<file path="src/rtl/keypad_pkg.sv">
// Shared types and constants for the 4x4 keypad scanner.
//   result_t  : one full-scan result {kind, code}
//   KEY_MAP   : key code table indexed by {row, col}
//   COL_RESET : column drive after reset (column 0 active)
package keypad_pkg;

  typedef enum logic [1:0] {
    KIND_NONE  = 2'd0,
    KIND_KEY   = 2'd1,
    KIND_MULTI = 2'd2
  } kind_e;

  typedef struct packed {
    kind_e      kind;
    logic [3:0] code;
  } result_t;

  localparam result_t RESULT_NONE = '{kind: KIND_NONE, code: 4'h0};

  localparam logic [3:0] COL_RESET = 4'b1110;

  // Rows top to bottom: 1 2 3 A | 4 5 6 B | 7 8 9 C | E 0 F D
  localparam logic [3:0] KEY_MAP [0:15] = '{
    4'h1, 4'h2, 4'h3, 4'hA,
    4'h4, 4'h5, 4'h6, 4'hB,
    4'h7, 4'h8, 4'h9, 4'hC,
    4'hE, 4'h0, 4'hF, 4'hD
  };

  // Merge two partial scan results; two hits of any kind become MULTI.
  function automatic result_t combine(input result_t a, input result_t b);
    if (a.kind == KIND_NONE) return b;
    if (b.kind == KIND_NONE) return a;
    return '{kind: KIND_MULTI, code: 4'h0};
  endfunction

endpackage

</file>
<file path="src/rtl/keypad_debounce.sv">
// Debounces full-scan results.
//   clk, rst_n     : clock, async active-low reset
//   strobe_i       : one-cycle strobe, raw_i holds a complete scan result
//   raw_i          : full-scan result (MULTI is folded into NONE)
//   stable_c_o     : stable result as it will be after this cycle
//   press_c_o      : stable goes NONE -> KEY this cycle
//   release_c_o    : stable goes KEY -> NONE this cycle
module keypad_debounce
  import keypad_pkg::*;
#(
  parameter int unsigned DEBOUNCE_SCANS = 4
) (
  input  logic    clk,
  input  logic    rst_n,
  input  logic    strobe_i,
  input  result_t raw_i,
  output result_t stable_c_o,
  output logic    press_c_o,
  output logic    release_c_o
);

  localparam int unsigned CNT_W = $clog2(DEBOUNCE_SCANS + 1);

  result_t            cand_q, cand_d;
  result_t            stable_q, stable_d;
  result_t            raw_n;
  logic [CNT_W-1:0]   count_q, count_d;

  // Candidate/count update and stable acceptance
  always_comb begin
    cand_d      = cand_q;
    count_d     = count_q;
    stable_d    = stable_q;
    press_c_o   = 1'b0;
    release_c_o = 1'b0;
    // Ghosting guard: ambiguous multi-key scans look like no key at all
    raw_n       = (raw_i.kind == KIND_KEY) ? raw_i : RESULT_NONE;
    if (strobe_i) begin
      if (raw_n == cand_q) begin
        if (count_q != CNT_W'(DEBOUNCE_SCANS)) count_d = count_q + CNT_W'(1);
      end else begin
        cand_d  = raw_n;
        count_d = CNT_W'(1);
      end
      if (count_d == CNT_W'(DEBOUNCE_SCANS) && cand_d != stable_q) begin
        stable_d    = cand_d;
        press_c_o   = (stable_q.kind == KIND_NONE);
        release_c_o = (cand_d.kind == KIND_NONE);
      end
    end
  end

  assign stable_c_o = stable_d;

  always_ff @(posedge clk or negedge rst_n) begin
    if (!rst_n) begin
      cand_q   <= RESULT_NONE;
      count_q  <= '0;
      stable_q <= RESULT_NONE;
    end else begin
      cand_q   <= cand_d;
      count_q  <= count_d;
      stable_q <= stable_d;
    end
  end

endmodule

</file>
<file path="src/rtl/keypad_scanner.sv">
// 4x4 matrix keypad scanner with debounce and a 4-digit entry register.
//   clk, rst_n : clock, async active-low reset
//   row        : keypad rows, active-low, asynchronous
//   col        : active-low one-hot column drive
//   key_code   : code of last accepted key
//   key_valid  : one-cycle pulse per accepted press
//   key_down   : a single debounced key is held
//   value      : entry register, newest digit in [3:0]
module keypad_scanner
  import keypad_pkg::*;
#(
  parameter int unsigned SCAN_DIV       = 50_000,
  parameter int unsigned DEBOUNCE_SCANS = 4
) (
  input  logic        clk,
  input  logic        rst_n,
  input  logic [3:0]  row,
  output logic [3:0]  col,
  output logic [3:0]  key_code,
  output logic        key_valid,
  output logic        key_down,
  output logic [15:0] value
);

  localparam int unsigned SLOT_W = $clog2(SCAN_DIV);

  logic [3:0]        row_s1_q, row_s2_q;
  logic [SLOT_W-1:0] slot_q, slot_d;
  logic [1:0]        col_idx_q, col_idx_d;
  logic [3:0]        col_q, col_d;
  result_t           acc_q, acc_d;
  logic [3:0]        key_code_q, key_code_d;
  logic              key_valid_q, key_valid_d;
  logic              key_down_q, key_down_d;
  logic [15:0]       value_q, value_d;

  logic              sample;
  logic              strobe;
  logic [3:0]        row_low;
  logic [2:0]        n_low;
  logic [1:0]        row_idx;
  result_t           col_res;
  result_t           scan_res;
  result_t           stable_next;
  logic              press, release_ev;

  assign sample  = (slot_q == SLOT_W'(SCAN_DIV - 1));
  assign strobe  = sample && (col_idx_q == 2'd3);
  assign row_low = ~row_s2_q;

  // Count low rows in the current column and remember which one
  always_comb begin
    n_low   = '0;
    row_idx = '0;
    for (int r = 0; r < 4; r++) begin
      if (row_low[r]) begin
        n_low   = n_low + 3'd1;
        row_idx = 2'(r);
      end
    end
  end

  always_comb begin
    col_res = RESULT_NONE;
    if (n_low == 3'd1) col_res = '{kind: KIND_KEY, code: KEY_MAP[{row_idx, col_idx_q}]};
    else if (n_low > 3'd1) col_res = '{kind: KIND_MULTI, code: 4'h0};
  end

  assign scan_res = combine(acc_q, col_res);

  keypad_debounce #(
    .DEBOUNCE_SCANS(DEBOUNCE_SCANS)
  ) u_debounce (
    .clk        (clk),
    .rst_n      (rst_n),
    .strobe_i   (strobe),
    .raw_i      (scan_res),
    .stable_c_o (stable_next),
    .press_c_o  (press),
    .release_c_o(release_ev)
  );

  // Scan counters, per-scan accumulation and output updates
  always_comb begin
    slot_d      = slot_q + SLOT_W'(1);
    col_idx_d   = col_idx_q;
    acc_d       = acc_q;
    key_code_d  = key_code_q;
    key_valid_d = 1'b0;
    key_down_d  = key_down_q;
    value_d     = value_q;
    if (sample) begin
      slot_d    = '0;
      col_idx_d = col_idx_q + 2'd1;
      acc_d     = strobe ? RESULT_NONE : scan_res;
    end
    col_d = ~(4'b0001 << col_idx_d);
    if (press) begin
      key_valid_d = 1'b1;
      key_code_d  = stable_next.code;
      key_down_d  = 1'b1;
      value_d     = {value_q[11:0], stable_next.code};
    end else if (release_ev) begin
      key_down_d  = 1'b0;
    end
  end

  always_ff @(posedge clk or negedge rst_n) begin
    if (!rst_n) begin
      row_s1_q    <= 4'hF;
      row_s2_q    <= 4'hF;
      slot_q      <= '0;
      col_idx_q   <= '0;
      col_q       <= COL_RESET;
      acc_q       <= RESULT_NONE;
      key_code_q  <= '0;
      key_valid_q <= 1'b0;
      key_down_q  <= 1'b0;
      value_q     <= '0;
    end else begin
      row_s1_q    <= row;
      row_s2_q    <= row_s1_q;
      slot_q      <= slot_d;
      col_idx_q   <= col_idx_d;
      col_q       <= col_d;
      acc_q       <= acc_d;
      key_code_q  <= key_code_d;
      key_valid_q <= key_valid_d;
      key_down_q  <= key_down_d;
      value_q     <= value_d;
    end
  end

  assign col       = col_q;
  assign key_code  = key_code_q;
  assign key_valid = key_valid_q;
  assign key_down  = key_down_q;
  assign value     = value_q;

endmodule

</file>
<file path="config.mk">
export PLATFORM = sky130hd
export DESIGN_NAME = keypad_scanner
export DESIGN_NICKNAME = d
export VERILOG_FILES = /design/src/rtl/keypad_pkg.sv /design/src/rtl/keypad_debounce.sv /design/src/rtl/keypad_scanner.sv
export SDC_FILE = /design/constraint.sdc
export NUM_CORES = 1
export LEC_CHECK = 0
export BUFFER_PORTS_ARGS = -buffer_cell sky130_fd_sc_hd__buf_2
export CAP_MARGIN = 10
export CORE_MARGIN = 2
export CORE_UTILIZATION = 35
export CTS_BUF_LIST = sky130_fd_sc_hd__clkbuf_4 sky130_fd_sc_hd__clkbuf_8 sky130_fd_sc_hd__clkbuf_16
export DETAILED_ROUTE_END_ITERATION = 10
export PLACE_DENSITY_LB_ADDON = 0.1
export SETUP_SLACK_MARGIN = 0.2
export SLEW_MARGIN = 40
export SYNTH_ARGS = -nofsm -noshare
export SYNTH_HDL_FRONTEND = slang
export SYNTH_SLANG_ARGS = --single-unit
</file>
<file path="constraint.sdc">
create_clock -name clk -period 3.8 [get_ports clk]
set_input_delay 0.19 -clock clk [delete_from_list [all_inputs] [get_ports clk]]
set_output_delay 0.19 -clock clk [all_outputs]
set_load 0.05 [all_outputs]
</file>
### After elaboration in Yosys (flattened, before gate mapping)

Memory sizes are Yosys's and may differ from the RTL's.
Cells that the tools add are included.

| operators by class | value |
|---|---|
| $add $sub $neg | 6 |
| order comparisons | 2 |
| eq/ne operators | 8 |
| shift operators | 1 |
| muxes and demuxes | 36 |
| bitwise gates (word level) | 3 |
| reductions and logical operators | 8 |

Operators with widths:

| kind | number |
|---|---|
| 6-bit two-way mux | 10 |
| 3-bit two-way mux | 6 |
| 16-bit by 1-bit adder with 16-bit output, second input constant | 1 |
| 16-bit == test, second input constant | 1 |
| 16-bit two-way mux | 1 |
| 4-bit two-way mux | 4 |
| 3-bit by 1-bit adder with 3-bit output, second input constant | 4 |
| 1-bit two-way mux | 12 |
| 2-bit logical NOT | 4 |
| 4-bit inverter | 2 |
| 6-bit == test | 1 |
| 2-bit two-way mux | 3 |
| 6-bit inequality test | 1 |
| 5-bit >= comparator, second input constant | 1 |
| 4-bit inverter with 5-bit output | 1 |
| 1-bit by 2-bit << shifter with 4-bit output, first input constant | 1 |
| 3-bit by 1-bit == test with 1-bit output, second input constant | 1 |
| 3-bit == test, second input constant | 1 |
| 3-bit by 1-bit greater-than comparator with 1-bit output, second input constant | 1 |
| 3-bit inequality test, second input constant | 1 |
| 2-bit by 1-bit adder with 2-bit output, second input constant | 1 |
| 2-bit by 1-bit == test with 1-bit output, second input constant | 1 |
| 2-bit == test, second input constant | 1 |
| 1-bit logical AND | 2 |
| 2 further kinds | 2 |

| storage, ports and cells | value |
|---|---|
| register bits | 73 |
| ROM bits | 64 |
| bits of input ports | 6 |
| output and inout port bits | 26 |
| logic and storage cells | 81 |
| memories | 1 |

Memory list:

| memory | words | bits a word | rd ports | clocked after Yosys merged registers in | wr ports | RTL line | text |
|---|---|---|---|---|---|---|---|
| (no name shown) | 16 | 4 | 1 | 0 | 0 | keypad_scanner.sv:65 | `if (n_low == 3'd1) col_res = '{kind: KIND_KEY, code: KEY_MAP[{row_idx, col_idx_q}]};` |

### Logic depth before layout (Yosys ltp)

Gate-level depths: netlist of run 1.

| logic depth | value |
|---|---|
| depth after elaboration | 27 |
| mapped depth | 15 |
| gate-level depth less buffers | 13 |

### By module

From an unflattened synthesis of run 1, not the netlist that was laid out.

| second synthesis, totals | value |
|---|---|
| cell total of the unflattened synthesis | 315 |
| area total of the unflattened synthesis | 3495.9 sq um |

Modules (own cells, without submodules):

| module | times used | cells an instance | area each (sq um) | sequential area each (sq um) |
|---|---|---|---|---|
| keypad_scanner | 1 | 229 | 2526.2 | 1365.1 |
| keypad_debounce | 1 | 86 | 969.7 | 375.4 |

### Worst setup path before layout of run 1

Ideal clock, no wire load.

| timing path | value |
|---|---|
| kind | reg2reg |
| start point | register row_s2_q[1] |
| end point | register key_code_q[0], in the netlist key_code[0] |
| setup time | 125 ps |
| data arrival time | 3871 ps |
| data required time | 3675 ps |
| slack | -196 ps |
| cell stages (with the launch flop) | 16 |
| buffers on the path | 2 |
| period minus slack after synthesis | 3996 ps |
| cells stage by stage | dfstp_2 inv_1 ha_1 xor2_2 inv_2 ha_1 nor2b_1 a311oi_1 and3_1 buf_6 and2_1 xor2_1 nor4b_4 nand4_4 buf_6 mux2_4 |

| between the ends | value |
|---|---|
| word-level cells in the longest chain between the ends | 23 |
| elaborated cells between the ends (all ways) | 38 |
| those cells by class | add/sub: 2; order compare: 1; eq/ne: 5; mux: 25; bitwise: 2; reduce/logical: 2; memory: 1 |

Ends and longest elaborated chain:

| element | RTL line | text |
|---|---|---|
| start: declaration | keypad_scanner.sv:27 | `logic [3:0] row_s1_q, row_s2_q;` |
| start signal: assignment | keypad_scanner.sv:122 | `row_s2_q <= row_s1_q;` |
| 4-bit inverter (*) | keypad_scanner.sv:49 | `assign row_low = ~row_s2_q;` |
| 3-bit two-way mux | keypad_scanner.sv:56 | `if (row_low[r]) begin` |
| 3-bit by 1-bit adder with 3-bit output | keypad_scanner.sv:57 | `n_low = n_low + 3'd1;` |
| 3-bit two-way mux | keypad_scanner.sv:56 |  |
| 3-bit by 1-bit adder with 3-bit output | keypad_scanner.sv:57 |  |
| 3-bit two-way mux | keypad_scanner.sv:56 |  |
| 3-bit by 1-bit greater-than comparator with 1-bit output | keypad_scanner.sv:66 | `else if (n_low > 3'd1) col_res = '{kind: KIND_MULTI, code: 4'h0};` |
| 6-bit two-way mux | keypad_scanner.sv:66 |  |
| (+7 left out) | n/a |  |
| 6-bit two-way mux (*) | keypad_debounce.sv:37 | `raw_n = (raw_i.kind == KIND_KEY) ? raw_i : RESULT_NONE;` |
| 6-bit == test | keypad_debounce.sv:39 | `if (raw_n == cand_q) begin` |
| 6-bit two-way mux or 3-bit two-way mux (tied branches) | keypad_debounce.sv:39 |  |
| 6-bit two-way mux or 3-bit two-way mux (tied branches) | keypad_debounce.sv:38 | `if (strobe_i) begin` |
| 6-bit inequality test or 3-bit == test (tied branches) | keypad_debounce.sv:45 | `if (count_d == CNT_W'(DEBOUNCE_SCANS) && cand_d != stable_q) begin` |
| 1-bit logical AND | keypad_debounce.sv:45 |  |
| 4-bit two-way mux or 1-bit two-way mux (tied branches) | keypad_debounce.sv:45 |  |
| 4-bit two-way mux or 1-bit two-way mux (tied branches) | keypad_debounce.sv:38 |  |
| end signal: assignment | keypad_scanner.sv:127 | `key_code_q <= key_code_d;` |
| end: declaration | keypad_scanner.sv:32 | `logic [3:0] key_code_q, key_code_d;` |

Mark *: on every way between the ends. The rest lies on a longest branch, timed or not. The select of a mux whose other input is x is not followed.
A chain may end at the register's enable or synchronous reset.

### Worst setup path in the final report of run 1

| timing path | value |
|---|---|
| start point | register row_s2_q[0] |
| end point | register value_q[6], in the netlist value[6] |

| between the ends | value |
|---|---|
| word-level cells in the longest chain between the ends | 25 |
| elaborated cells between the ends (all ways) | 31 |
| those cells by class | add/sub: 3; order compare: 1; eq/ne: 5; mux: 19; bitwise: 1; reduce/logical: 2 |

Ends and longest elaborated chain:

| element | RTL line | text |
|---|---|---|
| 4-bit inverter (*) | keypad_scanner.sv:49 |  |
| 1-bit two-way mux (*) | keypad_scanner.sv:56 |  |
| 3-bit by 1-bit adder with 3-bit output | keypad_scanner.sv:57 |  |
| 3-bit two-way mux (*) | keypad_scanner.sv:56 |  |
| 3-bit by 1-bit adder with 3-bit output | keypad_scanner.sv:57 |  |
| 3-bit two-way mux (*) | keypad_scanner.sv:56 |  |
| 3-bit by 1-bit adder with 3-bit output | keypad_scanner.sv:57 |  |
| 3-bit two-way mux (*) | keypad_scanner.sv:56 |  |
| (+9 left out) | n/a |  |
| 6-bit two-way mux (*) | keypad_debounce.sv:37 |  |
| 6-bit == test | keypad_debounce.sv:39 |  |
| 6-bit two-way mux or 3-bit two-way mux (tied branches) | keypad_debounce.sv:39 |  |
| 6-bit two-way mux or 3-bit two-way mux (tied branches) | keypad_debounce.sv:38 |  |
| 6-bit inequality test or 3-bit == test (tied branches) | keypad_debounce.sv:45 |  |
| 1-bit logical AND (*) | keypad_debounce.sv:45 |  |
| 1-bit two-way mux (*) | keypad_debounce.sv:45 |  |
| 1-bit two-way mux (*) | keypad_debounce.sv:38 |  |
| end signal: assignment | keypad_scanner.sv:130 | `value_q <= value_d;` |
| end: declaration | keypad_scanner.sv:35 | `logic [15:0] value_q, value_d;` |

Marks and branches as above.

==> results.py, run 1 <==
metrics = {
    "status": {
        "status": "complete, no violations",
    },
    "place": {
        "gp_congestion": 0.820,
        "hpwl_um": 4880,
        "dp_cells": 482,
        "placed_area_mm2": 0.00390,
        "port_buffers": 31,
    },
    "logic_synthesis": {
        "yosysTopAreaCellShare": 0.410,
        "syn_area_mm2": 0.00354,
        "seq_area_frac_synth": 0.492,
        "synth_area_leaders": "dfrtp_1 (41%), dfstp_2 (8.2%), mux2_2 (4.1%)",
        "synth_seq_cells": 69,
        "synthFlopType": "dfrtp_1",
        "yosysTopAreaCell": "dfrtp_1",
        "synthArstFlopShare": 1.00,
        "synth_fp_nets": 339,
        "synth_edf_count": 0,
        "syn_avg_cell_area_um2": 11.0,
        "synth_cells": 322,
        "yosys_warnings": 0,
        "ys_types": 63,
        "synthTopCellsByCount": "dfrtp_1 (58), nand2_1 (35), nor2_1 (22)",
        "yosysMostFrequentCell": "dfrtp_1",
    },
    "worst_setup_path": {
        "end_kind": "flip-flop",
        "cp_num_buf_inv": 2,
        "worst_path_most_repeated_cell": "ha_4",
        "path_cells": "inv_1 -> ha_4 -> nand2b_1 -> and2_1 -> ha_4 -> nor2b_4 -> a311oi_4 -> nand3_2 -> a21o_1 -> a2111oi_4 -> o21ai_2 -> nand4_4 -> buf_12 -> mux2_2",
        "crit_family": "compound AO/OA/AOI/OAI gates",
        "crit_path_start_kind": "flip-flop",
        "worst-r2r-cell-count": 14,
        "critPathKind": "flip-flop to flip-flop",
        "path_max_fanout": 13,
        "max_stage_delay_ns": 0.54,
        "critPathArrivalTime_ns": 3.65,
        "slowest_stage": "dfstp_2",
        "worstPathRequired_ns": 4.02,
        "cp.depth": 14,
    },
    "sta": {
        "post-route-period-util": 0.901,
        "finalCriticalPeriod_ns": 3.43,
        "slew_headroom": 0.545,
        "finalHoldViolCount": 0,
        "setup_violations": 0,
        "tightest_slew_ns": 0.680,
        "tns_ns": 0,
        "drv_slew": 0,
        "rsz0062_at_grt": "false",
        "fmax_mhz": 292,
        "clock_skew_ns": 0.0102,
    },
    "floorplanning": {
        "io_pins": 32,
        "die_w_um": 105,
        "rows": 36,
        "dieArea_mm2": 0.0109,
        "start_util": 0.362,
        "die_h_um": 105,
        "core_area_mm2": 0.00977,
    },
    "routing": {
        "drt_pre_antenna_iters": 4,
        "ant_nets": 0,
        "num_vias": 2528,
        "drc": 0,
        "wl_um": 7100,
        "post_drt_wl_per_cell_um": 13.9,
        "drtIter0Drc": 82,
        "vias_per_cell": 4.96,
    },
    "cts": {
        "clk_path_buf_depth": 2,
        "path_clk_slew_ns": 0.08,
        "cts_buffers": 9,
        "tritoncts": "done",
        "clock_latency_ns": 0.34,
        "cts.sinks": 69,
        "cts_max_level": 3,
        "root_buffer": "clkbuf_8",
    },
    "power": {
        "leakagePower_uw": 0.00206,
        "ir_drop_mv": 0.208,
        "p_per_area_mw_per_mm2": 346,
    },
    "global_route": {
        "grt_overflow": 0,
        "grt_max_degree": 41,
        "grtUsageTotal": 0.139,
        "grt_antenna_before_repair": 0,
        "grt_first_pass_wirelength_um": 12300,
        "grt_pass1_vias": 2461,
    },
    "cells_and_area": {
        "antennaDiodeCount": 0,
        "drive_gt1_frac": 0.321,
        "area_growth_pct": 20.4,
        "nNetsFinal": 389,
        "utilization": 0.436,
        "fin_area_mm2": 0.00426,
        "stdcell_count": 510,
    },
    "min_path": {
        "hold_path_class": "flip-flop to flip-flop",
        "min_path_cells": 0,
    },
    "flow_run": {
        "max_cap_violations": 0,
    },
}
[registers in the layout, summed over array words and instances, names as in the netlist]
register             count
u_debounce.cand_q        6
u_debounce.count_q       3
col                      4
row_s2_q                 4
key_valid                1
value                   13
col_idx_q                2
key_code                 3
slot_q                  16
acc_q                    6
row_s1_q                 4
u_debounce.stable_q      6
key_down                 1
[layout by cell type, fill, tap and decap left out, drive strengths merged, types with 2 or more instances in the layout]
cell and n:
a21o 2, a21oi 8, a221oi 2, a22o 2, a311oi 3, a31oi 4, a32o 3, and2 6
and3 6, buf 47, clkbuf 10, clkinv 5, dfrtp 58, dfstp 11, dlygate4sd3 5, ha 11
inv 14, mux2 21, nand2 35, nand2b 5, nand3 14, nand4 5, nor2 22, nor2b 7
nor3 3, nor4 3, nor4b 4, o21a 2, o21ai 14, o41ai 2, xnor2 10, xor2 10
[final cells by class]
type,count,area (um2)
fill,960,5510
multi-input combinational,226,1780
sequential,69,1740
timing repair buffer,52,353
clock inverter,6,40.0
inverter,14,52.6
clock buffer,10,131
tap,133,166
[cells by family (layout without fill, tap and decap cells)]
| logic type | Yosys count | count (layout) | synth area share |
|---|---|---|---|
| mux | 22 | 22 | 0.0782 |
| fa+ha+maj | 11 | 11 | 0.0389 |
| compound gates | 56 | 56 | 0.111 |
| simple gates | 115 | 115 | 0.172 |
| xor+xnor | 22 | 22 | 0.0676 |
| buf+inv | 27 | 82 | 0.0400 |
| flops | 69 | 69 | 0.492 |
[through the flow]
stage	hold slack (ns)	worst slack [ns]	total power, uW
after floorplan	-0.106	0.165	874
after detailed placement	0.215	-0.00628	921
after CTS	0.357	0.211	1480
after global routing	0.360	0.182	1560
final	0.351	0.374	1480
after global placement	0.298	-0.0188	921
[what timing repair did]
action,4_1_cts,5_1_grt
resized for setup,6,4
hold buffers,5,0
endpoints found under the setup margin,20,23
buffers inserted,3,4
pin swaps,2,2
endpoints found under the hold margin,41,0
[report_power, final]
group	total [uW]	switching (uW)	internal (uW)
Combinational	197	105	91.7
Clock	531	288	243
Sequential	748	6.31	742
Total	1480	399	1080
[path summary, 6_finish.rpt]
kind                              from           to  slack (ns)
max in group asynchronous        rst_n  row_s1_q[2]        2.62
max                        row_s2_q[0]     value[6]        0.37
max reg2reg                row_s2_q[0]     value[6]        0.37
min                        row_s1_q[3]  row_s2_q[3]        0.35
min in group asynchronous        rst_n   slot_q[12]        0.36
min reg2reg                row_s1_q[3]  row_s2_q[3]        0.35
[metal layers]
layer | GRT usage | part of all wire | vias to the layer above
met5 | 0 | 0 | -
met4 | 0.0405 | 0.012 | 0
met2 | 0.218 | 0.45 | 47
li1 | - | - | 1236
met3 | 0.0356 | 0.033 | 8
met1 | 0.190 | 0.50 | 1237
Power figures use the tool's default switching activity.
==> inputs of run 2 (changes only) <==
Settings changed: ABC_AREA set to 1, PLACE_DENSITY_LB_ADDON 0.1 to not set.
==> results.py, run 2 <==
metrics = {
    "power": {
        "leakagePower_uw": 0.00238,
        "ir_drop_mv": 0.171,
        "switching_share": 0.247,
        "pwr-share-seq": 0.484,
        "internal_power_uw": 1160,
        "p_per_area_mw_per_mm2": 352,
        "clockPowerShare": 0.430,
        "total_power_uw": 1540,
        "p_comb_frac": 0.086,
        "p_sw_uw": 381,
    },
    "sta": {
        "fmax_mhz": 285,
        "tightest_slew_ns": 0.466,
        "post-route-period-util": 0.924,
        "setup_violations": 0,
        "finalHoldViolCount": 0,
        "clock_skew_ns": 0.00763,
        "finalCriticalPeriod_ns": 3.51,
        "drv_slew": 0,
        "slew_headroom": 0.689,
        "tns_ns": 0,
        "rsz0062_at_grt": "true",
    },
    "logic_synthesis": {
        "yosys_warnings": 0,
        "synth_area_leaders": "dfrtp_1 (41%), nand2_1 (16%), dfstp_2 (8.1%)",
        "muxShareOfSynthArea": 0,
        "ys_types": 35,
        "synthArstFlopShare": 1.00,
        "yosysMostFrequentCell": "nand2_1",
        "synth_top_family_by_area": "simple AND/OR/NAND/NOR gates",
        "synthSimpleGateAreaFrac": 0.307,
        "yosysTopAreaCellShare": 0.408,
        "syn_area_mm2": 0.00356,
        "synth_cells": 450,
        "synth_fp_nets": 467,
        "synth_seq_cells": 69,
        "synthTopCellsByCount": "nand2_1 (155), inv_1 (62), dfrtp_1 (58)",
        "synth_fa_ha_area_frac": 0.0387,
        "synthFlopType": "dfrtp_1",
        "yosysTopAreaCell": "dfrtp_1",
        "synthXorXnorAreaFrac": 0.0197,
        "syn_avg_cell_area_um2": 7.90,
        "seq_area_frac_synth": 0.489,
        "synth_edf_count": 0,
        "synth_compound_area_frac": 0.0531,
    },
    "global_route": {
        "grt_max_degree": 38,
        "grt_overflow": 0,
        "grtUsageTotal": 0.140,
        "grt_antenna_before_repair": 0,
        "grt_pass1_vias": 2895,
        "grt_first_pass_wirelength_um": 12700,
    },
    "floorplanning": {
        "dieArea_mm2": 0.0110,
        "die_w_um": 105,
        "die_h_um": 105,
        "start_util": 0.362,
        "io_pins": 32,
        "rows": 36,
        "core_area_mm2": 0.00982,
    },
    "worst_setup_path": {
        "worstPathRequired_ns": 4.04,
        "max_stage_delay_ns": 0.54,
        "slowest_stage": "dfstp_2",
        "path_max_fanout": 7,
        "end_kind": "flip-flop",
        "worst_path_most_repeated_cell": "nand2_1",
        "crit_path_start_kind": "flip-flop",
        "path_cells": "inv_2 -> ha_4 -> xnor2_2 -> ha_1 -> or2_1 -> nand2_2 -> nand4_1 -> a21oi_4 -> nand3_1 -> nand2_1 -> nand3_2 -> nor2_4 -> nand3_2 -> nor2_4 -> nand3_4 -> clkbuf_16 -> nand2_1 -> nand2_1",
        "critPathKind": "flip-flop to flip-flop",
        "critPathArrivalTime_ns": 3.75,
        "cp_num_buf_inv": 2,
        "crit_family": "simple AND/OR/NAND/NOR gates",
    },
    "cts": {
        "cts_buffers": 9,
        "clock_latency_ns": 0.34,
        "tritoncts": "done",
        "path_clk_slew_ns": 0.08,
        "root_buffer": "clkbuf_8",
        "clk_path_buf_depth": 2,
        "cts_max_level": 3,
        "cts.sinks": 69,
    },
    "flow_run": {
        "max_cap_violations": 0,
    },
    "place": {
        "gp_congestion": 0.855,
        "hpwl_um": 5050,
        "dp_cells": 610,
        "port_buffers": 31,
        "placed_area_mm2": 0.00384,
    },
    "routing": {
        "vias_per_cell": 4.59,
        "drc": 0,
        "drt_pre_antenna_iters": 4,
        "wl_um": 7400,
        "drtIter0Drc": 119,
        "ant_nets": 0,
        "num_vias": 2967,
        "post_drt_wl_per_cell_um": 11.4,
    },
    "cells_and_area": {
        "seq_area_mm2": 0.00174,
        "multi_input_area_mm2": 0.00161,
        "largest_reg_flops": 16,
        "final_cell_mix": "nand2_1 (142), inv_1 (60), dfrtp_1 (58)",
        "area_growth_pct": 23.3,
        "utilization": 0.446,
        "antennaDiodeCount": 0,
        "fin_area_mm2": 0.00438,
        "fill_cells": 1007,
        "top_register": "slot_q",
        "final_common_cell": "nand2_1",
        "drive_gt1_frac": 0.234,
        "stdcell_count": 646,
        "nNetsFinal": 525,
    },
    "min_path": {
        "hold_path_class": "primary input to asynchronous set/reset pin",
    },
    "status": {
        "status": "complete, no violations",
    },
}
==> run 2: final timing paths <==
kind,startpoint,endpoint,slack (ns),cells after the start
worst max-delay path,row_s2_q[1],value[9],0.29,18
worst min-delay path,rst_n,u_debounce.cand_q[1],0.33,2
worst max register to register,row_s2_q[1],value[9],0.29,18
worst min register to register,row_s1_q[2],row_s2_q[2],0.36,0
max in group asynchronous,rst_n,slot_q[1],2.65,3
min in group clk,row_s1_q[2],row_s2_q[2],0.36,0
==> run 2: routing by layer <==
metal	GRT usage	vias up	share of wire	wire, um
met5	0	-	0	0
met1	0.184	1408	0.48	3530
li1	-	1512	-	-
met3	0.0231	6	0.024	180
met4	0.0676	0	0.012	90
met2	0.224	41	0.49	3590
==> run 2: power by group through the flow <==
| stage | Clock [uW] | Combinational (uW) | Sequential (uW) |
|---|---|---|---|
| 3_3_place_gp | 0 | 99.8 | 759 |
| 3_5_place_dp | 0 | 103 | 760 |
| 5_1_grt | 710 | 150 | 747 |
| 2_1_floorplan | 0 | 71.8 | 757 |
| 4_1_cts | 682 | 112 | 746 |
| 6_report | 663 | 133 | 746 |
==> run 2: repair_timing <==
action                                 in CTS  in global routing
pin swaps                                   1                 21
setup buffers                               4                  9
setup endpoints to repair                  18                 24
endpoints found under the hold margin      25                  0
resized for setup                           3                 33
cloned                                      0                  2
hold buffers                                5                  0
==> run 2: per-stage QoR <==
stage,hold slack (ns),setup WS [ns]
2_1_floorplan,-0.106,0.536
3_3_place_gp,0.275,0.197
3_5_place_dp,0.292,0.110
4_1_cts,0.360,0.208
5_1_grt,0.365,0.0658
6_report,0.330,0.289
==> run 2: kinds of logic (layout without fill, tap and decap cells) <==
group,count (synthesis),count (layout)
AND/OR/NAND/NOR,253,254
AO/OA/AOI/OAI,33,33
XOR/XNOR,8,8
flip-flops,69,69
adder cells (fa/ha/maj),11,11
buffers and inverters,76,138
==> run 2: cell type report <==
class	instances	area share
repair buffers	55	0.0876
multi-input cells	306	0.367
clock buffers	9	0.0283
flip-flops and latches	69	0.397
inverters	67	0.0597
well taps	133	0.0380
clock inverters	7	0.0223
